$ cat config.mk
export PLATFORM = sky130hd
export DESIGN_NAME = picomem_bridge
export DESIGN_NICKNAME = d
export VERILOG_FILES = /design/src/rtl/picomem_pkg.sv /design/src/rtl/picomem_sat_counter.sv /design/src/rtl/picomem_bridge.sv
export SDC_FILE = /design/constraint.sdc
export NUM_CORES = 1
export LEC_CHECK = 0
export CAP_MARGIN = 20
export CORE_UTILIZATION = 30
export DETAILED_ROUTE_END_ITERATION = 12
export HOLD_SLACK_MARGIN = 0.06
export PLACE_DENSITY_LB_ADDON = 0.08
export SKIP_LAST_GASP = 1
export SYNTH_ARGS = -nofsm -noshare
export SYNTH_HDL_FRONTEND = slang
export SYNTH_HIERARCHICAL = 1
export SYNTH_SLANG_ARGS = --single-unit
$ cat constraint.sdc
create_clock -name clk -period 3.85 [get_ports clk]
set_input_delay 0.385 -clock clk [delete_from_list [all_inputs] [get_ports clk]]
set_output_delay 0.385 -clock clk [all_outputs]
set_load 0.05 [all_outputs]
$ cat src/rtl/picomem_pkg.sv
// ============================================================================
// Module     : picomem_pkg
// Description: Shared FSM state type and constants for picomem_bridge.
// Revision   : 1.0 - initial release
// ============================================================================
`default_nettype none

package picomem_pkg;

   typedef enum logic [2:0] {
      S_IDLE     = 3'd0,
      S_RD_WAIT  = 3'd1,
      S_RD_DATA  = 3'd2,
      S_CON_WAIT = 3'd3,
      S_RESP     = 3'd4
   } state_t;

   localparam logic [31:0] C_CONSOLE_ADDR   = 32'h1000_0000;
   localparam logic [31:0] C_UNMAPPED_RDATA = 32'h0000_0000;

endpackage

`default_nettype wire

$ cat src/rtl/picomem_sat_counter.sv
// ============================================================================
// Module     : picomem_sat_counter
// Description: Saturating up-counter with synchronous clear.
// Revision   : 1.0 - initial release
// ============================================================================
`default_nettype none

module picomem_sat_counter
   import picomem_pkg::*;
#(
   parameter int WIDTH = 32
) (
   input  logic             clk,
   input  logic             i_clr,
   input  logic             i_inc,
   output logic [WIDTH-1:0] o_count
);

   logic [WIDTH-1:0] r_count;

   always_ff @(posedge clk) begin
      if (i_clr) begin
         r_count <= '0;
      end else if (i_inc && (r_count != {WIDTH{1'b1}})) begin
         r_count <= r_count + 1'b1;
      end
   end

   assign o_count = r_count;

endmodule

`default_nettype wire

$ cat src/rtl/picomem_bridge.sv
// ============================================================================
// Module     : picomem_bridge
// Description: picorv32 native memory port to word SRAM + console byte port.
// Revision   : 1.0 - initial release
// ============================================================================
`default_nettype none

module picomem_bridge
   import picomem_pkg::*;
#(
   parameter int unsigned MEM_SIZE     = 1048576,
   parameter logic [31:0] CONSOLE_ADDR = C_CONSOLE_ADDR,
   parameter int          ADDR_W       = $clog2(MEM_SIZE / 4)
) (
   input  logic              clk,
   input  logic              reset,
   input  logic              mem_valid,
   input  logic              mem_instr,
   input  logic [31:0]       mem_addr,
   input  logic [31:0]       mem_wdata,
   input  logic [3:0]        mem_wstrb,
   output logic              mem_ready,
   output logic [31:0]       mem_rdata,
   output logic              sram_en,
   output logic [3:0]        sram_we,
   output logic [ADDR_W-1:0] sram_addr,
   output logic [31:0]       sram_wdata,
   input  logic [31:0]       sram_rdata,
   output logic              con_valid,
   output logic [7:0]        con_data,
   input  logic              con_ready,
   output logic              fault,
   output logic [31:0]       fault_addr,
   output logic [31:0]       cnt_ifetch,
   output logic [31:0]       cnt_load,
   output logic [31:0]       cnt_store
);

   state_t              r_state;
   logic                r_mem_ready;
   logic [31:0]         r_mem_rdata;
   logic                r_sram_en;
   logic [3:0]          r_sram_we;
   logic [ADDR_W-1:0]   r_sram_addr;
   logic [31:0]         r_sram_wdata;
   logic                r_con_valid;
   logic [7:0]          r_con_data;
   logic                r_fault;
   logic [31:0]         r_fault_addr;

   logic w_accept;
   logic w_is_write;
   logic w_is_mem;
   logic w_is_con;

   assign w_accept   = (r_state == S_IDLE) && mem_valid;
   assign w_is_write = (mem_wstrb != 4'b0000);
   assign w_is_mem   = (mem_addr < 32'(MEM_SIZE));
   assign w_is_con   = (mem_addr[31:2] == CONSOLE_ADDR[31:2]);

   always_ff @(posedge clk) begin
      if (reset) begin
         r_state      <= S_IDLE;
         r_mem_ready  <= 1'b0;
         r_mem_rdata  <= 32'h0;
         r_sram_en    <= 1'b0;
         r_sram_we    <= 4'b0000;
         r_sram_addr  <= '0;
         r_sram_wdata <= 32'h0;
         r_con_valid  <= 1'b0;
         r_con_data   <= 8'h00;
         r_fault      <= 1'b0;
         r_fault_addr <= 32'h0;
      end else begin
         case (r_state)
            S_IDLE: begin
               if (mem_valid) begin
                  if (w_is_mem) begin
                     r_sram_en   <= 1'b1;
                     r_sram_addr <= mem_addr[ADDR_W+1:2];
                     if (w_is_write) begin
                        // Writes complete immediately; the SRAM commits on the next edge.
                        r_sram_we    <= mem_wstrb;
                        r_sram_wdata <= mem_wdata;
                        r_mem_ready  <= 1'b1;
                        r_state      <= S_RESP;
                     end else begin
                        r_sram_we <= 4'b0000;
                        r_state   <= S_RD_WAIT;
                     end
                  end else if (w_is_con) begin
                     if (w_is_write) begin
                        r_con_valid <= 1'b1;
                        r_con_data  <= mem_wdata[7:0];
                        r_state     <= S_CON_WAIT;
                     end else begin
                        r_mem_rdata <= C_UNMAPPED_RDATA;
                        r_mem_ready <= 1'b1;
                        r_state     <= S_RESP;
                     end
                  end else begin
                     r_fault <= 1'b1;
                     if (!r_fault) begin
                        r_fault_addr <= mem_addr;
                     end
                     if (!w_is_write) begin
                        r_mem_rdata <= C_UNMAPPED_RDATA;
                     end
                     r_mem_ready <= 1'b1;
                     r_state     <= S_RESP;
                  end
               end
            end
            S_RD_WAIT: begin
               r_state <= S_RD_DATA;
            end
            S_RD_DATA: begin
               r_mem_rdata <= sram_rdata;
               r_mem_ready <= 1'b1;
               r_state     <= S_RESP;
            end
            S_CON_WAIT: begin
               if (con_ready) begin
                  r_con_valid <= 1'b0;
                  r_mem_ready <= 1'b1;
                  r_state     <= S_RESP;
               end
            end
            S_RESP: begin
               r_mem_ready <= 1'b0;
               r_sram_en   <= 1'b0;
               r_sram_we   <= 4'b0000;
               r_state     <= S_IDLE;
            end
            default: begin
               r_state <= S_IDLE;
            end
         endcase
      end
   end

   picomem_sat_counter #(.WIDTH(32)) u_cnt_ifetch (
      .clk     (clk),
      .i_clr   (reset),
      .i_inc   (w_accept && mem_instr),
      .o_count (cnt_ifetch)
   );

   picomem_sat_counter #(.WIDTH(32)) u_cnt_load (
      .clk     (clk),
      .i_clr   (reset),
      .i_inc   (w_accept && !mem_instr && !w_is_write),
      .o_count (cnt_load)
   );

   picomem_sat_counter #(.WIDTH(32)) u_cnt_store (
      .clk     (clk),
      .i_clr   (reset),
      .i_inc   (w_accept && !mem_instr && w_is_write),
      .o_count (cnt_store)
   );

   assign mem_ready  = r_mem_ready;
   assign mem_rdata  = r_mem_rdata;
   assign sram_en    = r_sram_en;
   assign sram_we    = r_sram_we;
   assign sram_addr  = r_sram_addr;
   assign sram_wdata = r_sram_wdata;
   assign con_valid  = r_con_valid;
   assign con_data   = r_con_data;
   assign fault      = r_fault;
   assign fault_addr = r_fault_addr;

endmodule

`default_nettype wire

==> impl_metrics.tcl, run 1 <==
set metrics [dict create \
    status "complete, no violations" \
    synth_simple_gate_area_frac 0.2603 \
    overflow 0 \
    synth_enable_flop_cells 0 \
    areaGrowthSynthToFinish_pct 45.39 \
    synth_top_area_frac 0.4542 \
    vias 9320 \
    rows 66 \
    synth.area.mux_share 0.06508 \
    cp_slowest_cell "or4b_4" \
    critPathMaxFanout 11 \
    hold_end "u_cnt_ifetch/o_count[16]$_SDFFE_PP0P_" \
    drt_pass1_iterations 4 \
    cp_cell_sequence "or4b_4 > nor3_1 > buf_4 > nand4_1 > nor4_2 > buf_4 > nand4_1 > or4_1 > a21oi_1" \
    cts_hold_buf 0 \
    min_path_cells 2 \
    nets 1526 \
    cts.path.max_buffers 3 \
    ys_seq_elements 229 \
    track_usage 0.1806 \
    synth_compound_area_frac 0.1590 \
    synth_top_family_by_area "simple AND/OR/NAND/NOR gates" \
    synthAdderAreaFrac 0.003719 \
    min_period_over_period 0.7463 \
    cap_viol_max_count 0 \
    rsz0062_at_grt "no" \
    path_delay_family "simple AND/OR/NAND/NOR gates" \
    die_w_um 185.4 \
    reg2reg_slack_ps 980 \
    hold_viol_final 0 \
    yosys_warnings 6 \
    grt_max_degree 116 \
    ant_nets 0 \
    cts_tree "yes" \
    leakage_nw 4.965 \
    wirelength_mm 32.27 \
    synth_most_common_cell "dfxtp_1" \
    syn_area_um2 10090 \
    root_buffer "clkbuf_16" \
    cp-end-kind "flop" \
    grt_pass1_vias 8811 \
    setup_tns_ps 0 \
    cts_sinks 229 \
    ys_seq_area_frac 0.4542 \
    clock_latency_ps 540 \
    port_buffers 330 \
    slew_viol_final 0 \
    n_antenna_cell 0 \
    ff2ff_path_depth 9 \
    yosys-top-cells-area "dfxtp_1 45%, mux2i_1 6.0%, a21oi_1 5.1%, nand2b_1 4.2%, nand2_1 3.5%" \
    power-per-cell-area_nw_per_um2 389.9 \
    cp_num_buf_inv 2 \
    syn_nets 1209 \
    rr_endpoint "u_cnt_load/o_count[29]$_SDFFE_PP0P_" \
    cts_setup_buffers 0 \
    synthXorXnorAreaFrac 0.01909 \
    yosys-top-cells-count "229 x dfxtp_1, 102 x a21oi_1, 94 x nand2_1" \
    netlist.top_cell.by_area "dfxtp_1" \
    dp_slack_ps 461.8 \
    r2r_start "r_state[2]$_SDFFE_PP0P_" \
    timing.slew.headroom 0.3928 \
    drive_gt1_frac 0.07322 \
    die_h_um 185.4 \
    crit_type "reg2reg" \
    vdd_drop_max_mv 0.2949 \
    drt_iter0_markers 384 \
    ios 331 \
    wl_per_cell_um 17.20 \
    max_stage_delay_ps 620 \
    clock_skew_ps 10.94 \
    tightestPinTransition_ps 903.3 \
    hold_path_class "in2reg" \
    synth.distinct_cells 63 \
    core_um2 32780 \
    required_ps 4310 \
    path_clk_slew_ps 60 \
    h-tree-depth 1 \
    synth_cells 1101 \
    start_kind "flop" \
    cts_repair_resize_count 0 \
    numCtsBuffers 28 \
    fmax_ghz 0.3481 \
    gp_congestion 0.7888 \
    drc 0 \
    arrival_ps 3330 \
    async_flop_share 0 \
    min_from "reset" \
    viasPerCell 4.968 \
    finalWorstSetupSlack_ps 976.9 \
    dieArea_um2 34380 \
    grt_antenna_before_repair 1 \
    initial_core_util 0.3079 \
    grt_pass1_wl_mm 49.64 \
    syn_area_per_cell_um2 9.168 \
    place_hpwl_mm 23.06 \
    period_minus_slack_ps 2873 \
    fillers 3238 \
    yosys_most_used_dff "dfxtp_1" \
    setup_violations 0 \
]
area by class of cell:
type / count / area, um2 / area share
flip-flops and latches: 229 / 4584 / 0.3124
multi-input cells: 800 / 5146 / 0.3507
repair buffers: 352 / 3470 / 0.2364
well taps: 442 / 553.0 / 0.03768
inverters: 7 / 26.28 / 0.001790
clock inverters: 9 / 100.1 / 0.006821
clock buffers: 37 / 795.8 / 0.05422
power by group:
group | internal [W] | switching (W) | leakage [nW] | total [W]
combinational | 0.000269 | 0.000385 | 2.67 | 0.000654
sequential | 0.00243 | 0.0000400 | 1.85 | 0.00247
clock | 0.00157 | 0.00103 | 0.439 | 0.00260
kinds of logic after synthesis:
family	Yosys count
AND/OR/NAND/NOR	471
AO/OA/AOI/OAI	239
flip-flops	229
buffers and inverters	72
multiplexers	65
XOR/XNOR	22
adder cells (fa/ha/maj)	3
worst max-delay path by stage:
stage | start | end | depth (start not counted)
final | r_state[2]$_SDFFE_PP0P_ | u_cnt_load/o_count[29]$_SDFFE_PP0P_ | 9
after CTS | r_state[2]$_SDFFE_PP0P_ | u_cnt_ifetch/o_count[31]$_SDFFE_PP0P_ | 7
after floorplan | r_state[1]$_SDFFE_PP0P_ | u_cnt_load/o_count[31]$_SDFFE_PP0P_ | 8
after detailed placement | mem_valid | u_cnt_ifetch/o_count[31]$_SDFFE_PP0P_ | 8
after global placement | mem_valid | u_cnt_ifetch/o_count[31]$_SDFFE_PP0P_ | 8
after global routing | r_state[2]$_SDFFE_PP0P_ | u_cnt_ifetch/o_count[31]$_SDFFE_PP0P_ | 7
layer usage:
metal | up-vias | GRT usage | part of all wire | routed length, um
met2 | 252 | 0.2972 | 0.47 | 15110
met4 | 2 | 0.03802 | 0.016 | 531
met3 | 36 | 0.05486 | 0.078 | 2529
met5 | - | 0 | 0.00028 | 9
li1 | 4679 | - | - | -
met1 | 4351 | 0.2308 | 0.44 | 14090
layout by cell type, fill, tap and decap left out, types with 6 or more instances in the layout:
cell	instances
a21oi_1	102
a22o_1	36
and2_1	6
and3_1	12
and4_1	11
buf_4	22
clkbuf_16	29
clkdlybuf4s50_1	329
dfxtp_1	229
inv_1	7
mux2i_1	60
nand2_1	94
nand2b_1	67
nand3_1	45
nand4_1	28
nor2_1	74
nor3_1	12
nor3b_1	6
nor4_1	13
nor4_2	8
o21ai_0	29
o21ai_1	6
o31ai_1	30
or3_1	40
or4_1	28
xnor2_1	13
xor2_1	9
per-stage QoR:
step           instances  hold WS [ps]  power (W)    util  instance area [um2]
2_1_floorplan       1101         510.5   0.002907       -                10090
3_3_place_gp        1830         434.6   0.003177  0.4203                13780
3_5_place_dp        1830         446.4   0.003180  0.4203                13780
4_1_cts             1876         369.5   0.005820  0.4476                14680
5_1_grt             1876         388.2   0.005949  0.4476                14680
6_report            1876         381.6   0.005722  0.4476                14680
registers in the layout, summed over array words and instances (netlist names):
signal and cells:
con_data 8, con_valid 1, fault 1, fault_addr 32
mem_rdata 32, mem_ready 1, r_state 3, sram_addr 18
sram_en 1, sram_wdata 32, sram_we 4, u_cnt_ifetch/o_count 32
u_cnt_load/o_count 32, u_cnt_store/o_count 32
Note: power is estimated with default switching activity, not from simulation.
==> run 2: changes to the inputs <==
==> constraint.sdc (replaced) <==
create_clock -name clk -period 2.7 [get_ports clk]
set_input_delay 0.27 -clock clk [delete_from_list [all_inputs] [get_ports clk]]
set_output_delay 0.27 -clock clk [all_outputs]
set_load 0.05 [all_outputs]
==> impl_metrics.tcl, run 2 (synthesis results as in run 1) <==
set metrics [dict create \
    drt_iter0_markers 453 \
    clock_skew_ps 6.758 \
    ant_nets 0 \
    comb_power_share 0.122 \
    start_kind "flop" \
    dieArea_um2 34380 \
    slew_viol_final 0 \
    ios 331 \
    track_usage 0.1787 \
    cap_viol_max_count 0 \
    fillers 3249 \
    cts_setup_buffers 0 \
    place_hpwl_mm 22.66 \
    timing.slew.headroom 0.3491 \
    rsz0062_at_grt "no" \
    power-per-cell-area_nw_per_um2 529.7 \
    drt_pass1_iterations 5 \
    cts.path.max_buffers 3 \
    hold_viol_final 0 \
    gp_congestion 0.7636 \
    dp_slack_ps -191.2 \
    cts_sinks 229 \
    die_w_um 185.4 \
    numCtsBuffers 27 \
    viasPerCell 4.955 \
    grt_antenna_before_repair 2 \
    finalWorstSetupSlack_ps 238.0 \
    status "complete, no violations" \
    crit_type "reg2reg" \
    n_antenna_cell 0 \
    initial_core_util 0.3079 \
    power.share.sequential 0.438 \
    grt_max_degree 136 \
    grt_pass1_vias 9146 \
    p_sw_w 0.002002 \
    wl_per_cell_um 16.42 \
    grt_pass1_wl_mm 49.65 \
    cp-end-kind "flop" \
    hold_path_class "in2reg" \
    areaGrowthSynthToFinish_pct 49.84 \
    arrival_ps 2900 \
    critPathMaxFanout 10 \
    overflow 0 \
    path_clk_slew_ps 60 \
    layout_commonest_cell "clkdlybuf4s50_1" \
    p_int_w 0.006009 \
    cts_tree "yes" \
    power_frac_clock 0.440 \
    vias 9554 \
    wirelength_mm 31.66 \
    setup_violations 0 \
    drive_gt1_frac 0.1057 \
    tightestPinTransition_ps 976.3 \
    required_ps 3140 \
    nets 1578 \
    drc 0 \
    min_period_over_period 0.9118 \
    fmax_ghz 0.4062 \
    final_cell_mix "329 x clkdlybuf4s50_1, 229 x dfxtp_1, 102 x a21oi_1" \
    h-tree-depth 1 \
    core_um2 32780 \
    die_h_um 185.4 \
    leakage_nw 5.246 \
    vdd_drop_max_mv 0.4258 \
    port_buffers 330 \
    clock_latency_ps 520 \
    cts_hold_buf 0 \
    sw_frac_of_total 0.2499 \
    cts_repair_resize_count 0 \
    root_buffer "clkbuf_16" \
    utilization 0.4613 \
    rows 66 \
    period_minus_slack_ps 2462 \
]
run 2: cell count changes in the layout (fill, tap and decap cells not counted), moves of 2 or more:
cell / delta
clkinv_2: -2
nor3_1: -2
buf_4: +48
nor3_4: +2
clkbuf_8: +4
clkinvlp_4: -2
clkbuf_16: -2
clkbuf_1: +2
buf_12: +5
run 2: cell type report:
class	count	area, um2	area share
Inverter	7	26.28	0.001737
Sequential cell	229	4584	0.3031
Multi-Input combinational cell	800	5177	0.3423
Timing Repair Buffer	405	3930	0.2598
Clock inverter	4	45.04	0.002978
Tap cell	442	553.0	0.03657
Clock buffer	41	808.3	0.05344
run 2: per-stage QoR:
step	hold slack (ps)	area [um2]	power (W)	setup TNS [ps]	std cells
2_1_floorplan	395.5	10120	0.004149	-33.33	1101
3_3_place_gp	434.5	14270	0.004565	-804.0	1883
3_5_place_dp	446.0	14270	0.004569	-1780	1883
4_1_cts	262.1	15120	0.008157	0	1928
5_1_grt	283.4	15120	0.008335	0	1928
6_report	292.6	15120	0.008011	0	1928
run 2: critical path, cell delays in order, from the launching register on:
cell	delay, ps
dfxtp_1	310
buf_4	160
nor4b_2	330
and2_1	240
nand4_1	170
nor4_2	300
buf_4	190
nand4_1	100
or4_1	420
a21oi_1	160
run 2: worst paths after layout:
path,from,endpoint,slack (ps),cells after the start
max reg2reg,r_state[2]$_SDFFE_PP0P_,u_cnt_ifetch/o_count[29]$_SDFFE_PP0P_,240,9
min,mem_wdata[8],sram_wdata[8]$_SDFFE_PP0P_,290,3
max,r_state[2]$_SDFFE_PP0P_,u_cnt_ifetch/o_count[29]$_SDFFE_PP0P_,240,9
min reg2reg,sram_wdata[30]$_SDFFE_PP0P_,sram_wdata[30]$_SDFFE_PP0P_,450,2
run 2: metal layers:
metal  part of all wire  GRT usage  wire (um)
met2               0.46     0.2918      14490
met3              0.080    0.05604       2522
met5            0.00038          0         12
met4              0.020    0.03901        647
met1               0.44     0.2287      13980
run 2: power groups by stage:
stage	logic, W	clock network, W	registers [W]
floorplan	0.000309	0	0.00384
global placement	0.000990	0	0.00358
detailed placement	0.000991	0	0.00358
CTS	0.000994	0.00366	0.00351
global route	0.00104	0.00378	0.00351
finish	0.000980	0.00353	0.00350
